### src/rtl/pe_mac_pipe_pkg.sv
// rtl/pe_mac_pipe_pkg.sv - shared mode type and default widths for the systolic PE array
package pe_mac_pipe_pkg;

    typedef enum logic [1:0] {
        PASSTHROUGH = 2'd0,
        LOAD        = 2'd1,
        PROCESS     = 2'd2
    } pe_mode_t;

    localparam int DATA_W_DEF = 8;
    localparam int ACC_W_DEF  = 20;

endpackage

### src/rtl/pe_mac_pipe_if.sv
// rtl/pe_mac_pipe_if.sv - PE signal bundle: control, west/north inputs, east/south outputs
interface pe_mac_pipe_if
    import pe_mac_pipe_pkg::*;
#(
    parameter int DATA_W = DATA_W_DEF,
    parameter int ACC_W  = ACC_W_DEF,
    parameter int WSEL_W = 2
);
    pe_mode_t          mode_i;
    logic [WSEL_W-1:0] wsel_i;
    logic              add_zero_i;
    logic [DATA_W-1:0] left_i;
    logic              left_valid_i;
    logic [DATA_W-1:0] right_o;
    logic              right_valid_o;
    logic [ACC_W-1:0]  top_i;
    logic              top_valid_i;
    logic [ACC_W-1:0]  bottom_o;
    logic              bottom_valid_o;
    logic              err_o;

    modport master (
        output mode_i, wsel_i, add_zero_i, left_i, left_valid_i, top_i, top_valid_i,
        input  right_o, right_valid_o, bottom_o, bottom_valid_o, err_o
    );

    modport slave (
        input  mode_i, wsel_i, add_zero_i, left_i, left_valid_i, top_i, top_valid_i,
        output right_o, right_valid_o, bottom_o, bottom_valid_o, err_o
    );
endinterface

### src/rtl/pe_weight_bank.sv
// rtl/pe_weight_bank.sv - stationary weight register file: sync write, combinational read,
// out-of-range index flag
module pe_weight_bank #(
    parameter int DATA_W      = 8,
    parameter int NUM_WEIGHTS = 4,
    parameter int WSEL_W      = 2
) (
    input  logic              clk_i,
    input  logic              rst_i,
    input  logic              i_we,
    input  logic [WSEL_W-1:0] i_sel,
    input  logic [DATA_W-1:0] i_wdata,
    output logic [DATA_W-1:0] o_rdata,
    output logic              o_oor
);
    logic [DATA_W-1:0] r_mem [NUM_WEIGHTS];

    assign o_oor   = (32'(i_sel) >= 32'(NUM_WEIGHTS));
    assign o_rdata = o_oor ? '0 : r_mem[i_sel];

    // Out-of-range writes are dropped; the top reports them on err_o.
    always_ff @(posedge clk_i) begin
        if (rst_i) begin
            for (int i = 0; i < NUM_WEIGHTS; i++) begin
                r_mem[i] <= '0;
            end
        end else if (i_we && !o_oor) begin
            r_mem[i_sel] <= i_wdata;
        end
    end
endmodule

### src/rtl/pe_mac_pipe.sv
// rtl/pe_mac_pipe.sv - weight-stationary systolic PE with 2-stage MAC; define PE_MAC_SAT_EN
// to saturate the south sum instead of wrapping
module pe_mac_pipe
    import pe_mac_pipe_pkg::*;
#(
    parameter int DATA_W      = DATA_W_DEF,
    parameter int ACC_W       = ACC_W_DEF,
    parameter int NUM_WEIGHTS = 4,
    parameter int WSEL_W      = (NUM_WEIGHTS > 1) ? $clog2(NUM_WEIGHTS) : 1
) (
    input logic          clk_i,
    input logic          rst_i,
    pe_mac_pipe_if.slave io
);
    generate
        if (ACC_W < 2 * DATA_W) begin : g_acc_w_check
            $error("pe_mac_pipe: ACC_W must be at least 2*DATA_W");
        end
    endgenerate

    logic [DATA_W-1:0]          w_weight;
    logic                       w_oor;
    logic                       w_load_we;
    logic                       w_fire;
    logic                       w_miss;
    logic                       w_idx_err;
    logic signed [2*DATA_W-1:0] w_prod_full;
    logic [ACC_W-1:0]           w_prod;
    logic [ACC_W-1:0]           w_addend;
    logic [ACC_W-1:0]           w_sum;

    logic [DATA_W-1:0] r_right;
    logic              r_right_v;
    logic [ACC_W-1:0]  r_s1_prod;
    logic [ACC_W-1:0]  r_s1_addend;
    logic              r_s1_v;
    logic [ACC_W-1:0]  r_s2_sum;
    logic              r_s2_v;
    logic              r_err;

    pe_weight_bank #(
        .DATA_W      (DATA_W),
        .NUM_WEIGHTS (NUM_WEIGHTS),
        .WSEL_W      (WSEL_W)
    ) u_bank (
        .clk_i   (clk_i),
        .rst_i   (rst_i),
        .i_we    (w_load_we),
        .i_sel   (io.wsel_i),
        .i_wdata (io.top_i[DATA_W-1:0]),
        .o_rdata (w_weight),
        .o_oor   (w_oor)
    );

    always_comb begin
        w_load_we   = (io.mode_i == LOAD) && io.top_valid_i;
        w_fire      = (io.mode_i == PROCESS) && io.left_valid_i
                      && (io.top_valid_i || io.add_zero_i);
        w_miss      = (io.mode_i == PROCESS) && io.left_valid_i
                      && !io.top_valid_i && !io.add_zero_i;
        w_idx_err   = ((io.mode_i == LOAD) || (io.mode_i == PROCESS)) && w_oor;
        w_prod_full = $signed(w_weight) * $signed(io.left_i);
        w_prod      = w_oor ? '0 : ACC_W'(w_prod_full);
        w_addend    = io.add_zero_i ? '0 : io.top_i;
    end

`ifdef PE_MAC_SAT_EN
    logic [ACC_W:0] w_wide;

    // Guard bit disagreeing with the sign bit means the signed sum left the ACC_W range.
    always_comb begin
        w_wide = {r_s1_prod[ACC_W-1], r_s1_prod} + {r_s1_addend[ACC_W-1], r_s1_addend};
        if (w_wide[ACC_W] != w_wide[ACC_W-1]) begin
            w_sum = w_wide[ACC_W] ? {1'b1, {(ACC_W-1){1'b0}}} : {1'b0, {(ACC_W-1){1'b1}}};
        end else begin
            w_sum = w_wide[ACC_W-1:0];
        end
    end
`else
    assign w_sum = r_s1_prod + r_s1_addend;
`endif

    // Passthrough reuses the S2 adder with a zero product so all modes share latency 2.
    always_ff @(posedge clk_i) begin
        if (rst_i) begin
            r_right     <= '0;
            r_right_v   <= 1'b0;
            r_s1_prod   <= '0;
            r_s1_addend <= '0;
            r_s1_v      <= 1'b0;
            r_s2_sum    <= '0;
            r_s2_v      <= 1'b0;
            r_err       <= 1'b0;
        end else begin
            r_right   <= io.left_i;
            r_right_v <= io.left_valid_i;
            r_err     <= r_err | w_miss | w_idx_err;
            case (io.mode_i)
                PASSTHROUGH: begin
                    r_s1_prod   <= '0;
                    r_s1_addend <= io.top_i;
                    r_s1_v      <= io.top_valid_i;
                end
                PROCESS: begin
                    if (w_fire) begin
                        r_s1_prod   <= w_prod;
                        r_s1_addend <= w_addend;
                    end
                    r_s1_v <= w_fire;
                end
                default: r_s1_v <= 1'b0;
            endcase
            r_s2_sum <= w_sum;
            r_s2_v   <= r_s1_v;
        end
    end

    assign io.right_o        = r_right;
    assign io.right_valid_o  = r_right_v;
    assign io.bottom_o       = r_s2_sum;
    assign io.bottom_valid_o = r_s2_v;
    assign io.err_o          = r_err;
endmodule

### src/flat_wrapper.sv
// flat-port wrapper written by rule: the top's interface ports become plain ports
module pe_mac_pipe_flat import pe_mac_pipe_pkg::*;
#(
    parameter int DATA_W      = DATA_W_DEF,
    parameter int ACC_W       = ACC_W_DEF,
    parameter int NUM_WEIGHTS = 4,
    parameter int WSEL_W      = (NUM_WEIGHTS > 1) ? $clog2(NUM_WEIGHTS) : 1
)
  (clk_i, rst_i, io_mode_i, io_wsel_i, io_add_zero_i, io_left_i, io_left_valid_i, io_top_i, io_top_valid_i, io_right_o, io_right_valid_o, io_bottom_o, io_bottom_valid_o, io_err_o);
  pe_mac_pipe_if #(.DATA_W(DATA_W), .ACC_W(ACC_W), .WSEL_W(WSEL_W)) io_i ();
  input logic clk_i;
  input logic rst_i;
  input wire logic [$bits(io_i.mode_i)-1:0] io_mode_i;
  input wire logic [$bits(io_i.wsel_i)-1:0] io_wsel_i;
  input wire logic [$bits(io_i.add_zero_i)-1:0] io_add_zero_i;
  input wire logic [$bits(io_i.left_i)-1:0] io_left_i;
  input wire logic [$bits(io_i.left_valid_i)-1:0] io_left_valid_i;
  input wire logic [$bits(io_i.top_i)-1:0] io_top_i;
  input wire logic [$bits(io_i.top_valid_i)-1:0] io_top_valid_i;
  output wire logic [$bits(io_i.right_o)-1:0] io_right_o;
  output wire logic [$bits(io_i.right_valid_o)-1:0] io_right_valid_o;
  output wire logic [$bits(io_i.bottom_o)-1:0] io_bottom_o;
  output wire logic [$bits(io_i.bottom_valid_o)-1:0] io_bottom_valid_o;
  output wire logic [$bits(io_i.err_o)-1:0] io_err_o;
  assign io_i.mode_i = io_mode_i;
  assign io_i.wsel_i = io_wsel_i;
  assign io_i.add_zero_i = io_add_zero_i;
  assign io_i.left_i = io_left_i;
  assign io_i.left_valid_i = io_left_valid_i;
  assign io_i.top_i = io_top_i;
  assign io_i.top_valid_i = io_top_valid_i;
  assign io_right_o = io_i.right_o;
  assign io_right_valid_o = io_i.right_valid_o;
  assign io_bottom_o = io_i.bottom_o;
  assign io_bottom_valid_o = io_i.bottom_valid_o;
  assign io_err_o = io_i.err_o;
  pe_mac_pipe #(.DATA_W(DATA_W), .ACC_W(ACC_W), .NUM_WEIGHTS(NUM_WEIGHTS), .WSEL_W(WSEL_W)) u_core (.clk_i(clk_i), .rst_i(rst_i), .io(io_i));
endmodule
### config.mk
export PLATFORM = sky130hd
export DESIGN_NAME = pe_mac_pipe_flat
export DESIGN_NICKNAME = d
export VERILOG_FILES = /design/src/rtl/pe_mac_pipe_pkg.sv /design/src/rtl/pe_mac_pipe_if.sv /design/src/rtl/pe_weight_bank.sv /design/src/rtl/pe_mac_pipe.sv /design/src/flat_wrapper.sv
export SDC_FILE = /design/constraint.sdc
export NUM_CORES = 1
export LEC_CHECK = 0
export CORE_UTILIZATION = 45
export CTS_BUF_LIST = sky130_fd_sc_hd__clkbuf_8
export DETAILED_ROUTE_END_ITERATION = 7
export PLACE_DENSITY = 0.68
export SYNTH_ARGS = -nofsm -noshare
export SYNTH_HDL_FRONTEND = slang
export SYNTH_SLANG_ARGS = --single-unit
### constraint.sdc
create_clock -name clk_i -period 5.3 [get_ports clk_i]
set_input_delay 1.06 -clock clk_i [delete_from_list [all_inputs] [get_ports clk_i]]
set_output_delay 1.06 -clock clk_i [all_outputs]
set_load 0.005 [all_outputs]
==> results.txt <==
Placed Instances: 1042
commonest non-fill, non-tap cell in the layout: inv_1
Compound-Gate Fraction of Synth Area: 0.0947
PwrDens: 470 mW/mm^2
fraction of layout cells with a size suffix above 1: 0.206
main area contributors after synthesis: dfxtp_1, fa_1, edfxtp_1
Synth Flop Type: dfxtp_1
Final WS setup: -0.0171 ns
Syn-to-layout area delta: 28.6%
status: complete, but fails checks
setup violators final: 1
Final Hold Viols: 0
largest family of logic cells by synthesized area: adder cells
RSZ-0062 raised after global routing: yes
failing checks: setup timing
antenna cells: 0
reg2reg end: u_core.r_s1_prod[12]
port bufs: 67
uppermost routed layer: met4
Final Skew: 0.0133 ns
number of flops mapped to enable cells by yosys: 32
die height: 127 um
CTS sink count: 100
max-cap violations: 0
Max Freq: 188 MHz
Synth Warn #: 0
Yosys top cell by area: dfxtp_1
vias in the first global route: 5816
detailed-route via count: 5574
first-pass GRT wire length: 28900 um
post-synthesis register bit count: 100
fin util: 0.594
total power: 0.00426 W
Chip Width: 127 um
met3 WL post-DR: 838 um
Clock Path Buffers: 2
Syn Nets: 870
Net count, final: 1008
largest net degree at the start of global routing: 44
DR pass1 iterations: 8
min cycle time layout: 5.32 ns
most frequent cells in the layout: inv_1, dfxtp_1, buf_4
max_slew headroom: 0.332
distinct cell type count after synthesis: 56
Avg WL per Cell: 16.1 um
Congestion Overflow GR: 0
reg2reg start: u_core.u_bank.r_mem[2][4]
final wirelength: 17400 um
full die area: 0.0162 mm^2
Gate Count Post-Synth: 729
Pleak: 3.88 nW
Reg clk slew, reported paths: 0.09 ns
# fillers: 1261
crit path capture type: flop
clk root buf: clkbuf_8
Worst-Skew Late Latency: 0.38 ns
Synth Area in Simple Gates: 0.204
Vias/cell: 5.15
Synth Area per Inst: 9.66 um^2
Inserted Clock Buffers: 9
core area: 0.0153 mm^2
measured slew at the worst slew-check pin: 0.996 ns
Hold Path Sink: u_core.io.bottom_valid_o
fin cells: 1083
mux cell area share after synthesis: 0.0309
post-route ant nets: 0
WHS Path Cells: 1
Final Max Tran Viols: 0
Setup Crit Path Kind: input pin to flop
initial antenna violation count: 0
H-tree Lvls: 3
adder-cell share of the synthesized area: 0.244
Hold Path Class: flop to flop
Synth Area in XOR/XNOR: 0.0311
hold path start: u_core.r_s1_v
Detailed Place HPWL: 12900 um
gr usage total: 0.229
row count: 45
post-synthesis sequential area ratio: 0.330
Cell Area, Synth: 0.00704 mm^2
wire length on met2: 8430 um
Final Cycle Share: 1.00
reg2reg setup slack: 0.51 ns
ys async rst share: 0
CP max FO: 6
Initial Utilization: 0.462
Ports: 68
# DRC: 0
CTS tree: built
Yosys top cell area share: 0.193
Final GP Congestion: 0.901
Starting DRT DRC Count: 288
Crit path required time: 5.57 ns
crit path DAT: 5.59 ns
met1 wire length: 7840 um
R2R depth: 18
Peak supply drop: 0.338 mV
CP startpoint kind: input pin
cell type report:
cell class | instances | area, um^2 | area share
clock buffer | 9 | 124 | 0.0137
clock inverter | 7 | 90.1 | 0.00994
inverter | 102 | 385 | 0.0425
multi-input combinational | 508 | 4530 | 0.500
sequential | 100 | 2320 | 0.256
tap | 211 | 264 | 0.0291
timing repair buffer | 146 | 1340 | 0.148
layer usage:
metal / track usage / vias to the layer above
li1: - / 2702
met1: 0.312 / 2703
met2: 0.376 / 147
met3: 0.0360 / 22
met4: 0.0700 / 0
met5: 0 / -
metrics by stage:
stage	hold slack, ns	area [um^2]	TNS [ns]	worst slack [ns]
6_report	0.458	9060	-0.0171	-0.0171
4_1_cts	0.462	8860	-0.0236	-0.0117
2_1_floorplan	0.414	7140	0	0.00450
5_1_grt	0.471	9060	-0.424	-0.117
3_3_place_gp	0.433	8390	-6.41	-0.877
3_5_place_dp	0.438	8390	-7.15	-0.883
cell families (layout without fill, tap and decap cells):
group,after synthesis,in the layout
simple gates,268,268
flops,100,100
compound gates,100,100
fa+ha+maj,104,104
mux,11,11
buf+inv,121,264
xor+xnor,25,25
sequential cells by signal, summed over array words and instances, names as in the netlist:
register,count
u_core.u_bank.r_mem,32
u_core.r_s1_v,1
u_core.r_s1_addend,20
u_core.io.bottom_o,20
u_core.io.right_valid_o,1
u_core.io.bottom_valid_o,1
u_core.r_s1_prod,16
u_core.io.right_o,8
u_core.io.err_o,1
critical path, cell delays in order:
cell       delay, ns
buf_8           0.10
buf_12          0.12
mux4_2          0.61
nand2b_4        0.19
fa_1            0.50
fa_1            0.55
inv_1           0.05
fa_1            0.50
inv_2           0.05
fa_1            0.56
inv_2           0.05
ha_4            0.24
a21o_1          0.18
buf_6           0.12
a2111oi_4       0.32
o31ai_1         0.14
xnor2_1         0.18
o21ai_1         0.07
where the power goes:
group / internal [W] / switching (W)
Combinational: 0.00143 / 0.00138
Clock: 0.000266 / 0.000277
Sequential: 0.000864 / 0.0000419
Total: 0.00256 / 0.00170
worst max-delay path by stage:
| stage | from | endpoint | slack, ns | depth (start not counted) |
|---|---|---|---|---|
| finish | io_wsel_i[0] | u_core.r_s1_prod[12] | -0.02 | 18 |
| global route | io_wsel_i[0] | u_core.r_s1_prod[14] | -0.12 | 19 |
| CTS | io_wsel_i[0] | u_core.r_s1_prod[14] | -0.01 | 20 |
| detailed placement | io_wsel_i[0] | u_core.r_s1_prod[18] | -0.88 | 16 |
| global placement | io_wsel_i[0] | u_core.r_s1_prod[18] | -0.88 | 18 |
| floorplan | io_wsel_i[0] | u_core.r_s1_prod[18] | 0.004 | 16 |
synthesized netlist by cell type, drive strengths merged, types with 6 or more instances:
library cell    n
xor2            6
buf             8
a21o           11
inv           102
nand3          35
and2           76
fa             56
a21oi          42
nand2          49
mux4            8
nand4           6
o21ai          12
clkbuf         11
edfxtp         32
dfxtp          68
xnor2          19
nor2           43
a22oi           8
nor2b          20
ha             48
repair_timing:
action	4_1_cts	5_1_grt
hold endpoints to repair	0	0
setup buffers	16	7
gates cloned	2	0
endpoints found under the setup margin	9	6
resized for setup	38	39
pin swaps	18	45
hold buffers	0	0
(Power assumes the default switching activity.)
